[src/rtl/led_frame_sequencer.sv]
// Collects one frame of bin amplitudes, runs the LED count calculator under a timeout, then streams per-bin counts.
// Start rises 1 cycle after the last bin; first beat 1 cycle after the result; beats hold while out_ready_i is low.
module led_frame_sequencer #(
  parameter int W       = 6,
  parameter int D       = 10,
  parameter int LEDS    = 50,
  parameter int BIN_QTY = 12,
  parameter int TIMEOUT = 255,
  localparam int AW     = W + D,
  localparam int CW     = $clog2(LEDS),
  localparam int BW     = $clog2(BIN_QTY),
  localparam int SW     = AW + BW,
  localparam int TMW    = $clog2(TIMEOUT + 1)
) (
  input  logic                  clk,
  input  logic                  rst,
  input  logic                  bin_valid_i,
  input  logic [AW-1:0]         bin_data_i,
  input  logic                  bin_last_i,
  output logic                  bin_ready_o,
  output logic                  calc_start_o,
  output logic [BIN_QTY*AW-1:0] calc_amps_o,
  output logic [SW:0]           calc_sum_o,
  input  logic                  calc_data_v_i,
  input  logic [BIN_QTY*CW-1:0] calc_count_i,
  output logic                  out_valid_o,
  input  logic                  out_ready_i,
  output logic [BW-1:0]         out_bin_o,
  output logic [CW-1:0]         out_count_o,
  output logic                  out_last_o,
  output logic                  busy_o,
  output logic                  err_o
);

  typedef enum logic [1:0] {
    S_COLLECT = 2'd0,
    S_DRAIN   = 2'd1,
    S_CALC    = 2'd2,
    S_EMIT    = 2'd3
  } state_t;

  state_t         state, state_nxt;
  logic [BW-1:0]  idx, idx_nxt;
  logic [BW-1:0]  eidx, eidx_nxt;
  logic [SW-1:0]  sum, sum_nxt;
  logic [TMW-1:0] timer, timer_nxt;
  logic           amp_we;
  logic           cnt_we;
  logic           err;

  logic [AW-1:0]  amps  [BIN_QTY];
  logic [CW-1:0]  count [BIN_QTY];

  always_ff @(posedge clk or negedge rst) begin
    if (!rst) begin
      state <= S_COLLECT;
      idx   <= '0;
      eidx  <= '0;
      sum   <= '0;
      timer <= '0;
    end else begin
      state <= state_nxt;
      idx   <= idx_nxt;
      eidx  <= eidx_nxt;
      sum   <= sum_nxt;
      timer <= timer_nxt;
    end
  end

  always_comb begin
    state_nxt = state;
    idx_nxt   = idx;
    eidx_nxt  = eidx;
    sum_nxt   = sum;
    timer_nxt = '0;
    amp_we    = 1'b0;
    cnt_we    = 1'b0;
    err       = 1'b0;
    case (state)
      S_COLLECT: begin
        if (bin_valid_i) begin
          amp_we  = 1'b1;
          idx_nxt = idx + 1'b1;
          sum_nxt = sum + SW'(bin_data_i);
          if (idx == BW'(BIN_QTY - 1)) begin
            if (bin_last_i) begin
              state_nxt = S_CALC;
            end else begin
              err       = 1'b1;
              state_nxt = S_DRAIN;
            end
          end else if (bin_last_i) begin
            // Premature last: throw away the partial frame and resync on the next beat.
            err     = 1'b1;
            idx_nxt = '0;
            sum_nxt = '0;
          end
        end
      end
      S_DRAIN: begin
        if (bin_valid_i && bin_last_i) begin
          idx_nxt   = '0;
          sum_nxt   = '0;
          state_nxt = S_COLLECT;
        end
      end
      S_CALC: begin
        // A result on the final timeout cycle still wins over the timeout.
        if (calc_data_v_i) begin
          cnt_we    = 1'b1;
          eidx_nxt  = '0;
          state_nxt = S_EMIT;
        end else if (timer == TMW'(TIMEOUT - 1)) begin
          err       = 1'b1;
          idx_nxt   = '0;
          sum_nxt   = '0;
          state_nxt = S_COLLECT;
        end else begin
          timer_nxt = timer + 1'b1;
        end
      end
      S_EMIT: begin
        if (out_ready_i) begin
          if (eidx == BW'(BIN_QTY - 1)) begin
            eidx_nxt  = '0;
            idx_nxt   = '0;
            sum_nxt   = '0;
            state_nxt = S_COLLECT;
          end else begin
            eidx_nxt = eidx + 1'b1;
          end
        end
      end
      default: state_nxt = S_COLLECT;
    endcase
  end

  always_ff @(posedge clk or negedge rst) begin
    if (!rst) begin
      for (int k = 0; k < BIN_QTY; k++) amps[k] <= '0;
    end else if (amp_we) begin
      amps[idx] <= bin_data_i;
    end
  end

  always_ff @(posedge clk or negedge rst) begin
    if (!rst) begin
      for (int k = 0; k < BIN_QTY; k++) count[k] <= '0;
    end else if (cnt_we) begin
      for (int k = 0; k < BIN_QTY; k++) count[k] <= calc_count_i[k*CW +: CW];
    end
  end

  always_comb begin
    calc_amps_o = '0;
    for (int k = 0; k < BIN_QTY; k++) calc_amps_o[k*AW +: AW] = amps[k];
  end

  // Ready and error are gated by reset so every output reads 0 while reset is held.
  assign bin_ready_o  = rst && ((state == S_COLLECT) || (state == S_DRAIN));
  assign err_o        = rst && err;
  assign calc_start_o = (state == S_CALC);
  assign calc_sum_o   = {1'b0, sum};
  assign busy_o       = (state != S_COLLECT);
  assign out_valid_o  = (state == S_EMIT);
  assign out_bin_o    = out_valid_o ? eidx : '0;
  assign out_count_o  = out_valid_o ? count[eidx] : '0;
  assign out_last_o   = out_valid_o && (eidx == BW'(BIN_QTY - 1));

endmodule

[config.mk]
export PLATFORM = sky130hd
export DESIGN_NAME = led_frame_sequencer
export DESIGN_NICKNAME = d
export VERILOG_FILES = /design/src/rtl/led_frame_sequencer.sv
export SDC_FILE = /design/constraint.sdc
export NUM_CORES = 1
export LEC_CHECK = 0
export CORE_MARGIN = 8
export CORE_UTILIZATION = 30
export CTS_CLUSTER_DIAMETER = 100
export DETAILED_ROUTE_END_ITERATION = 7
export GPL_TIMING_DRIVEN = 0
export PLACE_DENSITY = 0.53
export SYNTH_ARGS = -nofsm -noshare
export SYNTH_HDL_FRONTEND = slang
export SYNTH_SLANG_ARGS = --single-unit
[constraint.sdc]
create_clock -name clk -period 4.69 [get_ports clk]
set_clock_uncertainty 0.1 [all_clocks]
set_input_delay 0.7035 -clock clk [delete_from_list [all_inputs] [get_ports clk]]
set_output_delay 0.7035 -clock clk [all_outputs]
set_load 0.02 [all_outputs]
==> qor.csv, run 1 <==
stage,metric,value,unit
logic_synthesis,ys flop type,dfrtp_1,
die,Initial Utilization,30.52,%
final_layout,layout cells sized above 1,30.27,%
route,number of DRC violations after detailed routing,0,
worst_hold_path,worst min path class,in -> async,
clocking,clock slew at the register clock pins of the worst setup and hold paths,0.06,ns
die,Die Footprint,50880,sq um
pwr,Pleak,8.394,nW
global_routing,gr usage total,15.44,%
logic_synthesis,#FFs+latches synth,302,
timing,number of failing setup endpoints in the final timing report,0,
clocking,CTS H-tree lvls,2,
logic_synthesis,Synth Cell Area,13170,sq um
final_layout,net total in the final layout,1419,
clocking,number of buffers added by the clock tree synthesis step,37,
clocking,maximum buffer depth of the clock tree,3,
die,DIE HEIGHT,225.6,um
pwr,worst-case vdd ir drop,0.1908,mV
setup_path,Worst Setup End Kind,primary output,
die,horizontal extent of the die,225.6,um
logic_synthesis,Commonest cells post-synth,"dfrtp_1 (302), mux2_2 (264), nor2_1 (36)",
logic_synthesis,asr flop ratio synth,100.0,%
final_layout,total of fill cells in the finished design,4123,
setup_path,data required time at the worst endpoint,3.89,ns
logic_synthesis,"count leader, synth",dfrtp_1,
global_routing,vias in the first global route,9505,
timing,PnR worst setup slack,0.7817,ns
logic_synthesis,distinct cell type count of the synthesized netlist,63,
placement,placer congestion estimate,0.7708,
clocking,cts repair resizes,0,
placement,Setup Slack @ Placement,1.070,ns
timing,count of pins over their slew limit,0,
logic_synthesis,synthesized instance count,939,
route,Routed wire per std cell,20.71,um
die,number of standard-cell rows in the floorplan,76,
route,number of detailed-routing iterations run before antenna repair,5,
clocking,total clock sinks,302,
outcome,run status,"finished, final reports clean",
clocking,clk_lat worst skew,0.54,ns
timing,fmax,0.2559,GHz
final_layout,relative area change from synthesis to final layout,40.69,%
timing,Worst Tran Pin Value,0.8032,ns
clocking,"Hold-fix buffers, CTS",0,
pwr,areal power density over the cells,460.9,nW/um^2
logic_synthesis,synthesis warning total,0,
setup_path,Setup Crit Path Kind,reg -> out,
die,number of I/O pins,323,
logic_synthesis,Post-Synthesis Net Count,1057,
placement,Post-DP HPWL,30370,um
timing,minimum clock period,3.908,ns
global_routing,antenna violations before repair,3,
final_layout,area of combinational cells with multiple inputs,5328,sq um
logic_synthesis,sequential element share of the synthesized area,57.37,%
logic_synthesis,cells taking the most area after synthesis,"dfrtp_1 (57%), mux2_2 (23%), mux4_2 (3.1%)",
route,total number of vias,8940,
clocking,clk root buf,clkbuf_16,
timing,RSZ-0062 raised after global routing,no,
global_routing,largest net degree at the start of global routing,86,
final_layout,Reg area,7557,sq um
logic_synthesis,mean instance size in the synthesized netlist,14.03,sq um
route,Final ANT Viol Nets,0,
clocking,number of post-CTS setup repair buffers,0,
job,number of max-capacitance violations reported,0,
global_routing,first-pass GRT wire length,60410,um
clocking,TritonCTS clock tree,yes,
setup_path,Worst Path Arrival,3.10,ns
die,core area,43170,sq um
logic_synthesis,post-synth top area share,57.37,%
timing,Final Hold Violating Endpoints,0,
timing,period utilisation layout,83.33,%
setup_path,type of origin of the critical path,flop,
route,final routed wirelength across all metal layers,39630,um
global_routing,leftover overflow at the end of global routing,0,
final_layout,post-layout utilization of the core,42.93,%
logic_synthesis,Yosys top cell by area,dfrtp_1,
logic_synthesis,"EDFF count, synth",0,
timing,Max-Slew Margin vs Limit,46.45,%
timing,worst hold slack across all endpoints,0.03401,ns
route,post-detailed-route via-to-cell ratio,4.671,
setup_path,maximum fanout along the worst path,10,
placement,number of buffers inserted by port buffering,320,
route,Iteration-0 DRC Markers,393,
[final cells by class]
type	instances	area share, %
Inverter	10	0.2025
Antenna cell	1	0.01350
Timing Repair Buffer	323	17.75
Clock inverter	15	1.323
Multi-Input combinational cell	571	28.75
Clock buffer	51	5.880
Tap cell	585	3.949
Buffer	56	1.357
Sequential cell	302	40.78
[worst max-delay path: stages, from the launching register on]
cell	delay (ns)
dfrtp_1	0.50
buf_1	0.65
mux4_2	0.63
a21oi_1	0.16
nor2_1	0.07
clkdlybuf4s50_1	0.56
[through the flow]
| step | cells | power (mW) | TNS (ns) | cell area [sq um] |
|---|---|---|---|---|
| after CTS | 1913 | 8.674 | 0 | 18530 |
| after global placement | 1844 | 5.502 | -3298.28 | 17110 |
| after detailed placement | 1847 | 5.531 | 0 | 17200 |
| after floorplan | 939 | 4.310 | 0 | 13170 |
| after global routing | 1913 | 8.927 | 0 | 18530 |
| final | 1914 | 8.542 | 0 | 18530 |
[flip-flops by register name, summed over array words and instances, names as in the netlist]
register and flops:
idx 4, sum 20, timer 8, state 2, eidx 4, count 72
calc_amps_o 192
[layout by cell type, fill, tap and decap left out, drive strengths merged, types with 3 or more instances in the layout]
cell type / Yosys / routed
clkdlybuf4s50: 0 / 319
dfrtp: 302 / 302
mux2: 264 / 264
clkbuf: 25 / 76
nand2: 46 / 46
nor2: 38 / 38
buf: 31 / 35
a21oi: 25 / 25
o21ai: 25 / 25
ha: 23 / 23
mux4: 18 / 18
nand3: 12 / 12
inv: 10 / 10
xor2: 10 / 10
a21o: 8 / 8
mux2i: 7 / 7
and3: 7 / 7
nand4: 7 / 7
clkinv: 0 / 7
nand2b: 6 / 6
bufinv: 0 / 6
a22o: 5 / 5
nor3: 5 / 5
nor2b: 4 / 4
xnor2: 4 / 4
o21bai: 4 / 4
nand3b: 4 / 4
o211ai: 4 / 4
nor3b: 4 / 4
and2: 3 / 3
o21a: 3 / 3
a211oi: 3 / 3
a31oi: 3 / 3
a2111oi: 3 / 3
[cells by family (layout without fill, tap and decap cells)]
kind of cell    Yosys count  after routing  synth area share, %
fa+ha+maj                24             24                2.336
buf+inv                  66            455                2.194
flops                   302            302                57.37
xor+xnor                 14             14               0.9307
mux                     289            289                26.18
compound gates          100            100                5.129
other cells               1              2              0.02847
simple gates            143            143                5.841
[report_power, final]
group          internal (mW)  leakage, nW  total, mW  switching [mW]
registers               2.99         4.05       3.21           0.222
clock network           1.96        0.653       3.10            1.14
logic                   1.10         3.69       2.23            1.13
[per-layer routing]
metal | global-route usage [%] | vias to the layer above | part of all wire [%] | routed length [um]
met2 | 24.59 | 249 | 46 | 18160
met3 | 4.528 | 62 | 7.1 | 2811
li1 | - | 4132 | - | -
met5 | 0 | - | 0.033 | 13
met1 | 19.86 | 4495 | 44 | 17460
met4 | 5.325 | 2 | 3.0 | 1188
[final timing paths]
check	start	endpoint	slack, ns	cells past startpoint
worst max-delay path	eidx[0]	out_count_o[2]	0.78	5
worst min-delay path	rst	calc_amps_o[100]	0.03	1
worst max register to register	sum[0]	sum[12]	2.00	8
worst min register to register	count[37]	count[37]	0.40	1
max in group asynchronous	rst	calc_amps_o[170]	3.29	3
min in group clk	count[37]	count[37]	0.40	1
No activity file was read; power rests on OpenSTA's default activity.
==> run 2: changes to the inputs <==
Clock period 4.69 ns to 4.05 ns, I/O delays scaled along.
==> run 2 against run 1 <==
  * Wire length is essentially flat
  * Register-to-register slack lost 0.64 ns
  * Largest power group unchanged
  * Critical path type unchanged
  * Sequential cell count did not move
  * Core utilization about the same
  * Via count unchanged
==> qor.csv, run 2 (same netlist as run 1, synthesis figures left out) <==
stage,metric,value,unit
die,number of I/O pins,323,
route,total number of vias,8940,
route,number of detailed-routing iterations run before antenna repair,6,
route,post-detailed-route via-to-cell ratio,4.668,
final_layout,Largest register FFs,192,
route,final routed wirelength across all metal layers,39620,um
clocking,clk_lat worst skew,0.54,ns
timing,fmax,0.2628,GHz
final_layout,total of fill cells in the finished design,4122,
setup_path,type of origin of the critical path,flop,
timing,Final Hold Violating Endpoints,0,
setup_path,r2r startpoint,sum[0],
timing,setup TNS,0,ns
timing,Max-Slew Margin vs Limit,46.70,%
global_routing,vias in the first global route,9510,
setup_path,"reg-to-reg slack, setup",1.36,ns
global_routing,leftover overflow at the end of global routing,0,
pwr,Tot Pwr,9.894,mW
clocking,TritonCTS clock tree,yes,
setup_path,worst setup path endpoint,out_count_o[2],
setup_path,Setup Crit Path Kind,reg -> out,
outcome,run status,"finished, final reports clean",
placement,placer congestion estimate,0.7708,
setup_path,Worst Reg-to-Reg Cells,8,
final_layout,"commonest non-fill, non-tap cells in the layout","clkdlybuf4s50_1 (319), dfrtp_1 (302), mux2_2 (264)",
global_routing,first-pass GRT wire length,60450,um
pwr,areal power density over the cells,533.5,nW/um^2
setup_path,Worst Path Arrival,3.10,ns
global_routing,antenna violations before repair,3,
global_routing,gr usage total,15.45,%
final_layout,area of combinational cells with multiple inputs,5328,sq um
die,Die Footprint,50880,sq um
route,number of DRC violations after detailed routing,0,
clocking,maximum buffer depth of the clock tree,3,
pwr,Pleak,8.398,nW
final_layout,"commonest non-fill, non-tap cell in the layout",clkdlybuf4s50_1,
worst_hold_path,worst min path class,reg -> reg,
clocking,number of post-CTS setup repair buffers,0,
final_layout,final cell count without fillers,1915,
final_layout,net total in the final layout,1420,
setup_path,r2r endpoint,sum[12],
placement,instance count after placement with tap cells included,1847,
timing,worst hold slack across all endpoints,0.4004,ns
timing,Worst Tran Pin Value,0.7996,ns
die,horizontal extent of the die,225.6,um
pwr,worst-case vdd ir drop,0.2208,mV
die,Initial Utilization,30.52,%
final_layout,layout cells sized above 1,30.25,%
die,DIE HEIGHT,225.6,um
route,Iteration-0 DRC Markers,369,
placement,Post-DP HPWL,30370,um
route,Routed wire per std cell,20.69,um
placement,number of buffers inserted by port buffering,320,
timing,period utilisation layout,93.95,%
setup_path,maximum fanout along the worst path,10,
final_layout,post-layout utilization of the core,42.95,%
job,number of max-capacitance violations reported,0,
timing,minimum clock period,3.805,ns
timing,RSZ-0062 raised after global routing,no,
die,number of standard-cell rows in the floorplan,76,
clocking,clk root buf,clkbuf_16,
clocking,number of buffers added by the clock tree synthesis step,37,
timing,number of failing setup endpoints in the final timing report,0,
final_layout,relative area change from synthesis to final layout,40.76,%
clocking,total clock sinks,302,
global_routing,largest net degree at the start of global routing,86,
final_layout,Reg area,7557,sq um
setup_path,data required time at the worst endpoint,3.34,ns
clocking,clock slew at the register clock pins of the worst setup and hold paths,0.06,ns
clocking,CTS H-tree lvls,2,
worst_hold_path,cell depth of the worst hold path,1,
die,core area,43170,sq um
setup_path,Setup crit start,eidx[0],
timing,count of pins over their slew limit,0,
setup_path,Worst Setup End Kind,primary output,
route,Final ANT Viol Nets,0,
-- run 2: cell types whose count changed in the layout (fill, tap and decap cells not counted), sizes merged --
cell and change:
dlygate4sd3 +1
-- run 2: through the flow --
step | setup slack (ns) | instance area, sq um
2_1_floorplan | 1.363 | 13170
3_3_place_gp | -11.43 | 17110
3_5_place_dp | 0.5257 | 17200
4_1_cts | 0.1421 | 18540
5_1_grt | 0.02486 | 18540
6_report | 0.2448 | 18540
-- run 2: critical path, cell delays in order (launching register included) --
cell	delay, ns
dfrtp_1	0.50
buf_1	0.65
mux4_2	0.63
a21oi_1	0.16
nor2_1	0.07
clkdlybuf4s50_1	0.56
-- run 2: timing repair --
item / 4_1_cts / 5_1_grt
hold buffers: 1 / 0
gates resized for setup: 0 / 0
endpoints found under the hold margin: 65 / 0
-- run 2: worst min path at each step --
stage                                start                to
after global placement           count[71]         count[71]
after global routing      calc_amps_o[121]  calc_amps_o[121]
after floorplan                        rst    calc_amps_o[0]
final                            count[37]         count[37]
after detailed placement  calc_amps_o[121]  calc_amps_o[121]
after CTS                 calc_amps_o[121]  calc_amps_o[121]
-- run 2: final cells by class --
cell class                      count  area share [%]
Clock inverter                     15           1.322
Tap cell                          585           3.947
Clock buffer                       51           5.877
Timing Repair Buffer              324           17.80
Sequential cell                   302           40.75
Buffer                             56           1.356
Inverter                           10          0.2024
Multi-Input combinational cell    571           28.73
Antenna cell                        1         0.01349
-- run 2: power breakdown --
| group | switching [mW] | leakage, nW | internal (mW) |
|---|---|---|---|
| Clock | 1.32 | 0.653 | 2.27 |
| Sequential | 0.256 | 4.05 | 3.46 |
| Combinational | 1.31 | 3.69 | 1.28 |
-- run 2: routing by layer --
metal	track usage, %	wire length, um
met1	19.88	17480
met2	24.61	18080
met3	4.515	2826
met4	5.325	1222
met5	0	13
